<file path="config.mk">
export PLATFORM = sky130hd
export DESIGN_NAME = decode_stage
export DESIGN_NICKNAME = d
export VERILOG_FILES = /design/src/rtl/decode_pkg.sv /design/src/rtl/decode_core.sv /design/src/rtl/decode_stage.sv
export SDC_FILE = /design/constraint.sdc
export NUM_CORES = 1
export LEC_CHECK = 0
export ABC_AREA = 0
export CORE_AREA = 2 2 57 59
export CTS_CLUSTER_SIZE = 12
export DETAILED_ROUTE_END_ITERATION = 6
export DIE_AREA = 0 0 59 61
export PLACE_DENSITY = 0.79
export REMOVE_ABC_BUFFERS = 1
export SLEW_MARGIN = 0
export SYNTH_ARGS = -nofsm -noshare
export SYNTH_HDL_FRONTEND = slang
export SYNTH_SLANG_ARGS = --single-unit
</file>
<file path="constraint.sdc">
create_clock -name clk -period 2.2 [get_ports clk]
set_input_delay 0.44 -clock clk [delete_from_list [all_inputs] [get_ports clk]]
set_output_delay 0.44 -clock clk [all_outputs]
set_load 0.005 [all_outputs]
</file>
<file path="src/rtl/decode_pkg.sv">
// decode_pkg: control-word layout, opcodes, FSM states and exception causes for decode_stage
package decode_pkg;
    typedef struct packed {
        logic       reg2loc;
        logic       memtoreg;
        logic       regwrite;
        logic       memread;
        logic       memwrite;
        logic       branch;
        logic       branchtoreg;
        logic       eret;
        logic [1:0] aluop;
        logic [1:0] alusrc;
    } ctrl_t;
    localparam logic [10:0] OP_LDUR = 11'h7C2;
    localparam logic [10:0] OP_STUR = 11'h7C0;
    localparam logic [10:0] OP_CBZ  = 11'b101_1010_0???;
    localparam logic [10:0] OP_ADD  = 11'h458;
    localparam logic [10:0] OP_SUB  = 11'h658;
    localparam logic [10:0] OP_AND  = 11'h450;
    localparam logic [10:0] OP_ORR  = 11'h550;
    localparam logic [10:0] OP_MRS  = 11'h6A9;
    localparam logic [10:0] OP_ERET = 11'h6B4;
    localparam logic [10:0] OP_BR   = 11'h6B0;
    typedef enum logic [1:0] {ST_NORMAL, ST_HANDLER, ST_HALT} state_t;
    localparam logic [1:0] CAUSE_NONE    = 2'b00;
    localparam logic [1:0] CAUSE_INVALID = 2'b01;
    localparam logic [1:0] CAUSE_ERET    = 2'b10;
    localparam logic [1:0] CAUSE_NESTED  = 2'b11;
endpackage

</file>
<file path="src/rtl/decode_core.sv">
// decode_core: combinational opcode -> control-word table; BR (6B0) decodes only with DECODE_STAGE_BR_EN
module decode_core import decode_pkg::*; (
    input  logic [10:0] op,
    output ctrl_t       ctrl,
    output logic        invalid,
    output logic        is_eret
);
    always_comb begin
        ctrl    = '0;
        invalid = 1'b0;
        is_eret = 1'b0;
        casez (op)
            OP_LDUR: begin
                ctrl.alusrc   = 2'b01;
                ctrl.memtoreg = 1'b1;
                ctrl.regwrite = 1'b1;
                ctrl.memread  = 1'b1;
            end
            OP_STUR: begin
                ctrl.reg2loc  = 1'b1;
                ctrl.alusrc   = 2'b01;
                ctrl.memwrite = 1'b1;
            end
            OP_CBZ: begin
                ctrl.reg2loc = 1'b1;
                ctrl.branch  = 1'b1;
                ctrl.aluop   = 2'b01;
            end
            OP_ADD, OP_SUB, OP_AND, OP_ORR: begin
                ctrl.regwrite = 1'b1;
                ctrl.aluop    = 2'b10;
            end
            OP_MRS: begin
                ctrl.reg2loc  = 1'b1;
                ctrl.alusrc   = 2'b10;
                ctrl.regwrite = 1'b1;
            end
            OP_ERET: begin
                ctrl.branch = 1'b1;
                ctrl.eret   = 1'b1;
                ctrl.aluop  = 2'b01;
                is_eret     = 1'b1;
            end
`ifdef DECODE_STAGE_BR_EN
            OP_BR: begin
                ctrl.branch      = 1'b1;
                ctrl.branchtoreg = 1'b1;
                ctrl.aluop       = 2'b01;
            end
`endif
            default: invalid = 1'b1;
        endcase
    end
endmodule

</file>
<file path="src/rtl/decode_stage.sv">
// decode_stage: registered decode with exception FSM and saturating exception counter
// BR decode is enabled by defining DECODE_STAGE_BR_EN.
module decode_stage import decode_pkg::*; #(
    parameter int unsigned CNT_W          = 8,
    parameter bit          HALT_ON_NESTED = 1'b1
) (
    input  logic             clk,
    input  logic             reset,
    input  logic             flush,
    input  logic             in_valid,
    output logic             in_ready,
    input  logic [10:0]      op,
    output logic             out_valid,
    input  logic             out_ready,
    output ctrl_t            ctrl,
    output logic             exc_req,
    output logic [1:0]       exc_cause,
    output logic [CNT_W-1:0] exc_count,
    output logic             in_handler,
    output logic             halted
);
    state_t     state, state_n;
    ctrl_t      dec_ctrl, ctrl_n;
    logic       dec_invalid, dec_eret, accept, take, exc_n;
    logic [1:0] cause_n;

    decode_core u_core (
        .op      (op),
        .ctrl    (dec_ctrl),
        .invalid (dec_invalid),
        .is_eret (dec_eret)
    );

    assign in_handler = state == ST_HANDLER;
    assign halted     = state == ST_HALT;
    assign in_ready   = (!out_valid || out_ready) && !halted;
    assign accept     = in_valid && in_ready;
    // a flushed op is discarded before it can except or move the FSM
    assign take       = accept && !flush;

    always_comb begin
        state_n = state;
        exc_n   = 1'b0;
        cause_n = CAUSE_NONE;
        ctrl_n  = dec_ctrl;
        if (take) begin
            if (dec_invalid) begin
                ctrl_n  = '0;
                exc_n   = 1'b1;
                cause_n = in_handler ? CAUSE_NESTED : CAUSE_INVALID;
                state_n = (in_handler && HALT_ON_NESTED) ? ST_HALT : ST_HANDLER;
            end else if (dec_eret) begin
                if (in_handler) begin
                    state_n = ST_NORMAL;
                end else begin
                    ctrl_n  = '0;
                    exc_n   = 1'b1;
                    cause_n = CAUSE_ERET;
                    state_n = ST_HANDLER;
                end
            end
        end
    end

    always_ff @(posedge clk or negedge reset) begin
        if (!reset) begin
            state     <= ST_NORMAL;
            out_valid <= 1'b0;
            ctrl      <= '0;
            exc_req   <= 1'b0;
            exc_cause <= CAUSE_NONE;
            exc_count <= '0;
        end else begin
            state   <= state_n;
            exc_req <= exc_n;
            if (exc_n) begin
                exc_cause <= cause_n;
                if (exc_count != '1) exc_count <= exc_count + 1'b1;
            end
            if (flush) begin
                out_valid <= 1'b0;
                ctrl      <= '0;
            end else if (accept) begin
                out_valid <= 1'b1;
                ctrl      <= ctrl_n;
            end else if (out_ready) begin
                out_valid <= 1'b0;
            end
        end
    end
endmodule

</file>
Word-level counts from Yosys, hierarchy flattened
Index checks and enable logic that the tools add are counted.
{"block": "classes", "n_addsub": 1, "eq_ne": 13, "muxes": 30, "n_reduce_logical": 17}
{"op": "$eq 11x11->1 const B", "n": 8}
{"op": "$mux 12", "n": 6}
{"op": "$mux 2", "n": 8}
{"op": "$mux 1", "n": 14}
{"op": "$reduce_or 9->1", "n": 1}
{"op": "$add 8x1->8 const B", "n": 1}
{"op": "$eq 8x8->1 const B", "n": 1}
{"op": "$ne 8x8->1 const B", "n": 1}
{"op": "$pmux 2 s2", "n": 2}
{"op": "$reduce_or 6->1", "n": 1}
{"op": "$reduce_and 2->1", "n": 2}
{"op": "$reduce_or 2->1", "n": 2}
{"op": "$reduce_or 4->1", "n": 1}
{"op": "$logic_and 1x1->1", "n": 3}
{"op": "$logic_not 1->1", "n": 3}
{"op": "$reduce_bool 3->1", "n": 1}
{"op": "$reduce_or 3->1", "n": 1}
{"op": "$eq 2x1->1 const B", "n": 1}
{"op": "$eq 2x2->1 const B", "n": 1}
{"op": "$ne 2x1->1 const B", "n": 1}
{"op": "$reduce_bool 2->1", "n": 1}
{"op": "$logic_or 1x1->1", "n": 1}
{"block": "totals", "ff_bits": 26, "input_bits": 16, "out_inout_bits": 27, "word_cells": 76}

Depth between registers and ports, before layout
{"block": "logic_depth", "ltp_word": 9, "depth_mapped": 7, "ltp_nobuf": 6}

Cells and area by module
A second synthesis with hierarchy kept.
{"block": "hier_totals", "cells_unflattened": 116, "hier_area_um2": 1315.0}
{"module": "decode_stage", "instances": 1, "cells_each": 89, "area_each_um2": 1113.6, "seq_area_each_um2": 650.6}
{"module": "decode_core", "instances": 1, "cells_each": 27, "area_each_um2": 201.4, "seq_area_each_um2": 0.0}

Worst setup path after synthesis
Ideal clock, no wire load.
{"block": "synth_path", "path_kind": "input to register", "startpoint": "input port op[2]", "endpoint": "register exc_count[1]", "setup_ps": 125, "arrival_ps": 1691, "t_required_ps": 2075, "path_slack_ps": 384, "path_stages": 7, "path_buffers": 1, "cell_sequence": "and4bb_1 nand4_1 a21boi_4 a41o_1 buf_6 nand2_2 mux2_4"}
{"block": "synth_via", "elab_chain_cells": 6, "word_cells_on_any_way": 14, "cone_classes": "eq/ne: 8; mux: 4; reduce/logical: 2"}
{"element": "from (decl)", "line": "decode_stage.sv:12", "text": "input logic [10:0] op,"}
{"element": "$eq 11x11->1", "line": "decode_core.sv:12", "text": "casez (op)"}
{"element": "$mux 1", "line": "decode_core.sv:12"}
{"element": "$mux 1", "line": "decode_stage.sv:52", "text": "end else if (dec_eret) begin"}
{"element": "$mux 1 (*)", "line": "decode_stage.sv:47", "text": "if (dec_invalid) begin"}
{"element": "$mux 1 (*)", "line": "decode_stage.sv:46", "text": "if (take) begin"}
{"element": "$reduce_and 2->1 (no line) (*)"}
{"element": "to (signal assigned)", "line": "decode_stage.sv:78", "text": "if (exc_count != '1) exc_count <= exc_count + 1'b1;"}
{"element": "to (decl)", "line": "decode_stage.sv:18", "text": "output logic [CNT_W-1:0] exc_count,"}
Mark *: on every way between the ends. The rest lies on a longest branch, timed or not.
A chain may end at the register's enable or synchronous reset.

Worst setup path in the final report
{"block": "layout_path", "startpoint": "input port out_ready", "endpoint": "output port in_ready"}
{"block": "layout_via", "elab_chain_cells": 2}
{"element": "from (decl)", "line": "decode_stage.sv:14", "text": "input logic out_ready,"}
{"element": "$logic_or 1x1->1", "line": "decode_stage.sv:36", "text": "assign in_ready = (!out_valid || out_ready) && !halted;"}
{"element": "$logic_and 1x1->1", "line": "decode_stage.sv:36"}
{"element": "to (decl)", "line": "decode_stage.sv:11", "text": "output logic in_ready,"}
No other way between the ends.

==> run_results.csv <==
group,metric,value,unit
power,combPwrFrac,34.2,%
layout,num-fill-cells,256,
clock_network,htree_levels,1,
clock_network,cts_tree,"yes",
layout,antenna-diode-count,0,
global_routing,antenna_found_initial,0,
power,sequentialPowerShare,42.4,%
layout,final_common_cell,"clkdlybuf4s50_1",
power,switching_share,28.61,%
drt,drc,0,
die,dieArea,3599,sq um
synthesis,yosys_warnings,0,
worst_setup_path,crit_type,"input port to output pin",
timing,rsz0062_at_grt,"no",
global_routing,grt_overflow,0,
global_routing,grt_pass1_wl,5037,microns
clock_network,cts_setup_buffers,0,
synthesis,synth_ff_type,"dfrtp_1",
layout,final_cell_mix,"clkdlybuf4s50_1, dfrtp_1, buf_4",
synthesis,yosysUniqueCellTypes,48,
clock_network,cts_buffers,3,
timing,final-hold-violation-count,0,
power,p_int,998.1,uW
worst_setup_path,endpoint_kind,"output pin",
die,die_x,59,microns
drt,drt_pass1_iterations,4,
place,hpwlAfterDp,2477,microns
worst_setup_path,critPathMaxFanout,3,
die,start_util,43.81,%
power,leakagePower,0.0008771,uW
worst_setup_path,reg2reg_depth,6,
power,power_per_cell_area,738.1,nW/um^2
die,die_h,61,microns
clock_network,insertion_delay,0.32,ns
global_routing,grt_max_degree,25,
place,portBuffers,41,
timing,setup_viol,0,
clock_network,cts_resized,0,
synthesis,syn_area,1294,sq um
layout,area_growth_syn_to_layout,46.42,%
timing,worst_clock_skew,0.003478,ns
layout,fin_nets,203,
worst_setup_path,critPathLaunchType,"input port",
synthesis,syn_inst,127,
worst_setup_path,crit_arrival,1.68,ns
clock_network,cts-root-buf,"clkbuf_4",
worst_setup_path,r2r_end,"exc_count[2]$_DFFE_PN0P_",
clock_network,cts_hold_buffers,0,
run,drv_cap,0,
timing,timing.fmax,0.4714,GHz
die,ios,43,
timing,maxSlewViolCount,0,
synthesis,synth-seq-area-share,46.42,%
timing,fin_crit,2.121,ns
synthesis,ys_seq_elements,24,
drt,ant_nets,0,
timing,timing.final.crit_share,96.42,%
drt,first_iter_violations,34,
layout,layout-drive-gt1-share,19.46,%
synthesis,ys_async_sr_fraction,100.0,%
drt,vias,1202,
clock_network,cts.clk_slew.worst_paths,0.14,ns
drt,vias_per_cell,5.514,
die,rows,20,
power,pwr-share-clk,23.4,%
global_routing,grtUsageTotal,18.41,%
worst_setup_path,worst-r2r-setup-slack,0.53,ns
global_routing,grt_pass1_vias,1184,
worst_setup_path,r2r-start,"exc_count[0]$_DFFE_PN0P_",
drt,routed_wl,3154,microns
clock_network,clkSinkCount,24,
synthesis,syn_area_per_cell,10.19,sq um
power,ir_drop,471.6,uV
place,placedInstanceArea,1842,sq um
layout,stdcell_area,1894,sq um
outcome,status,"finished, final reports clean",
clock_network,cts_buffer_depth,2,
worst_hold_path,hold_class,"input port to async pin",
power,power.switching,400.0,uW
drt,wl_per_cell,14.47,microns
timing,fin_ws,0.07878,ns
synthesis,synth-edff-count,0,
worst_setup_path,cp.required,1.76,ns
die,core,2953,sq um
place,place_congestion,0.8243,
place,pre_cts_ws,-0.1767,ns
## per-layer routing
| layer | vias to the layer above | routed length [microns] | global-route usage [%] |
|---|---|---|---|
| met5 | - | 0 | 0 |
| met4 | 0 | 40 | 7.792 |
| met3 | 4 | 99 | 2.559 |
| met2 | 26 | 1725 | 35.71 |
| met1 | 601 | 1288 | 19.89 |
| li1 | 571 | - | - |
## critical path: stages
cell and delay [ns]:
clkdlybuf4s50_1 0.46, nand2b_1 0.13, and2_1 0.15, clkdlybuf4s50_1 0.50
## metrics by stage
stage | setup TNS (ns) | hold slack (ns) | util, % | total power, uW | cells
2_1_floorplan | 0 | 0.1444 | - | 793.1 | 123
3_3_place_gp | -0.8628 | 0.4575 | 62.37 | 1067 | 214
3_5_place_dp | -1.752 | 0.4656 | 62.37 | 1081 | 214
4_1_cts | 0 | 0.4584 | 64.15 | 1410 | 218
5_1_grt | 0 | 0.4769 | 64.15 | 1480 | 218
6_report | 0 | 0.4613 | 64.15 | 1398 | 218
## worst max-delay path by stage
stage / start / endpoint / slack, ns / depth (start not counted)
CTS: out_ready / in_ready / 0.07 / 4
floorplan: op[6] / exc_count[1]$_DFFE_PN0P_ / 0.34 / 6
detailed placement: op[8] / ctrl[1]$_DFFE_PN0P_ / -0.18 / 7
global route: out_ready / in_ready / 0.01 / 4
finish: out_ready / in_ready / 0.08 / 4
global placement: op[3] / exc_count[2]$_DFFE_PN0P_ / -0.08 / 8
## area by class of cell
type                    count  area, sq um  share of cell area, %
clock inverters             1        30.03                  1.585
repair buffers             58        538.0                  28.40
clock buffers               3        22.52                  1.189
inverters                   3        11.26                 0.5945
flip-flops and latches     24        600.6                  31.70
well taps                  33        41.29                  2.180
multi-input cells          96        650.6                  34.35
## kinds of logic after synthesis
kind of cell	synth area share, %
AND/OR/NAND/NOR	29.40
adder cells (fa/ha/maj)	0.9670
flip-flops	46.42
multiplexers	1.934
XOR/XNOR	3.385
AO/OA/AOI/OAI	14.31
buffers and inverters	3.287
other	0.2899
## sequential cells by signal, indices dropped and copies added, names as in the netlist
register	cells
out_valid	1
exc_cause	2
exc_req	1
exc_count	8
state	2
ctrl	10
## power groups by stage
stage | Sequential (uW) | Clock (uW) | Combinational [uW]
floorplan | 593 | 0 | 201
global placement | 596 | 0 | 471
detailed placement | 601 | 0 | 481
CTS | 593 | 335 | 483
global route | 606 | 343 | 531
finish | 592 | 328 | 478
## synthesized netlist by cell type, types with 2 or more instances
master | n | share of area [%]
dfrtp_1 | 24 | 46
nand2_1 | 13 | 3.8
o21ai_0 | 11 | 4.3
and3_1 | 8 | 3.9
nand3_1 | 6 | 2.3
nor2_1 | 6 | 1.7
xnor2_1 | 5 | 3.4
a21oi_1 | 4 | 1.5
a21o_1 | 3 | 1.7
inv_1 | 3 | 0.87
nand4_1 | 3 | 1.5
a31oi_1 | 2 | 0.97
buf_4 | 2 | 1.2
nand2b_1 | 2 | 0.97
nand4b_1 | 2 | 1.4
(Power assumes the default switching activity.)
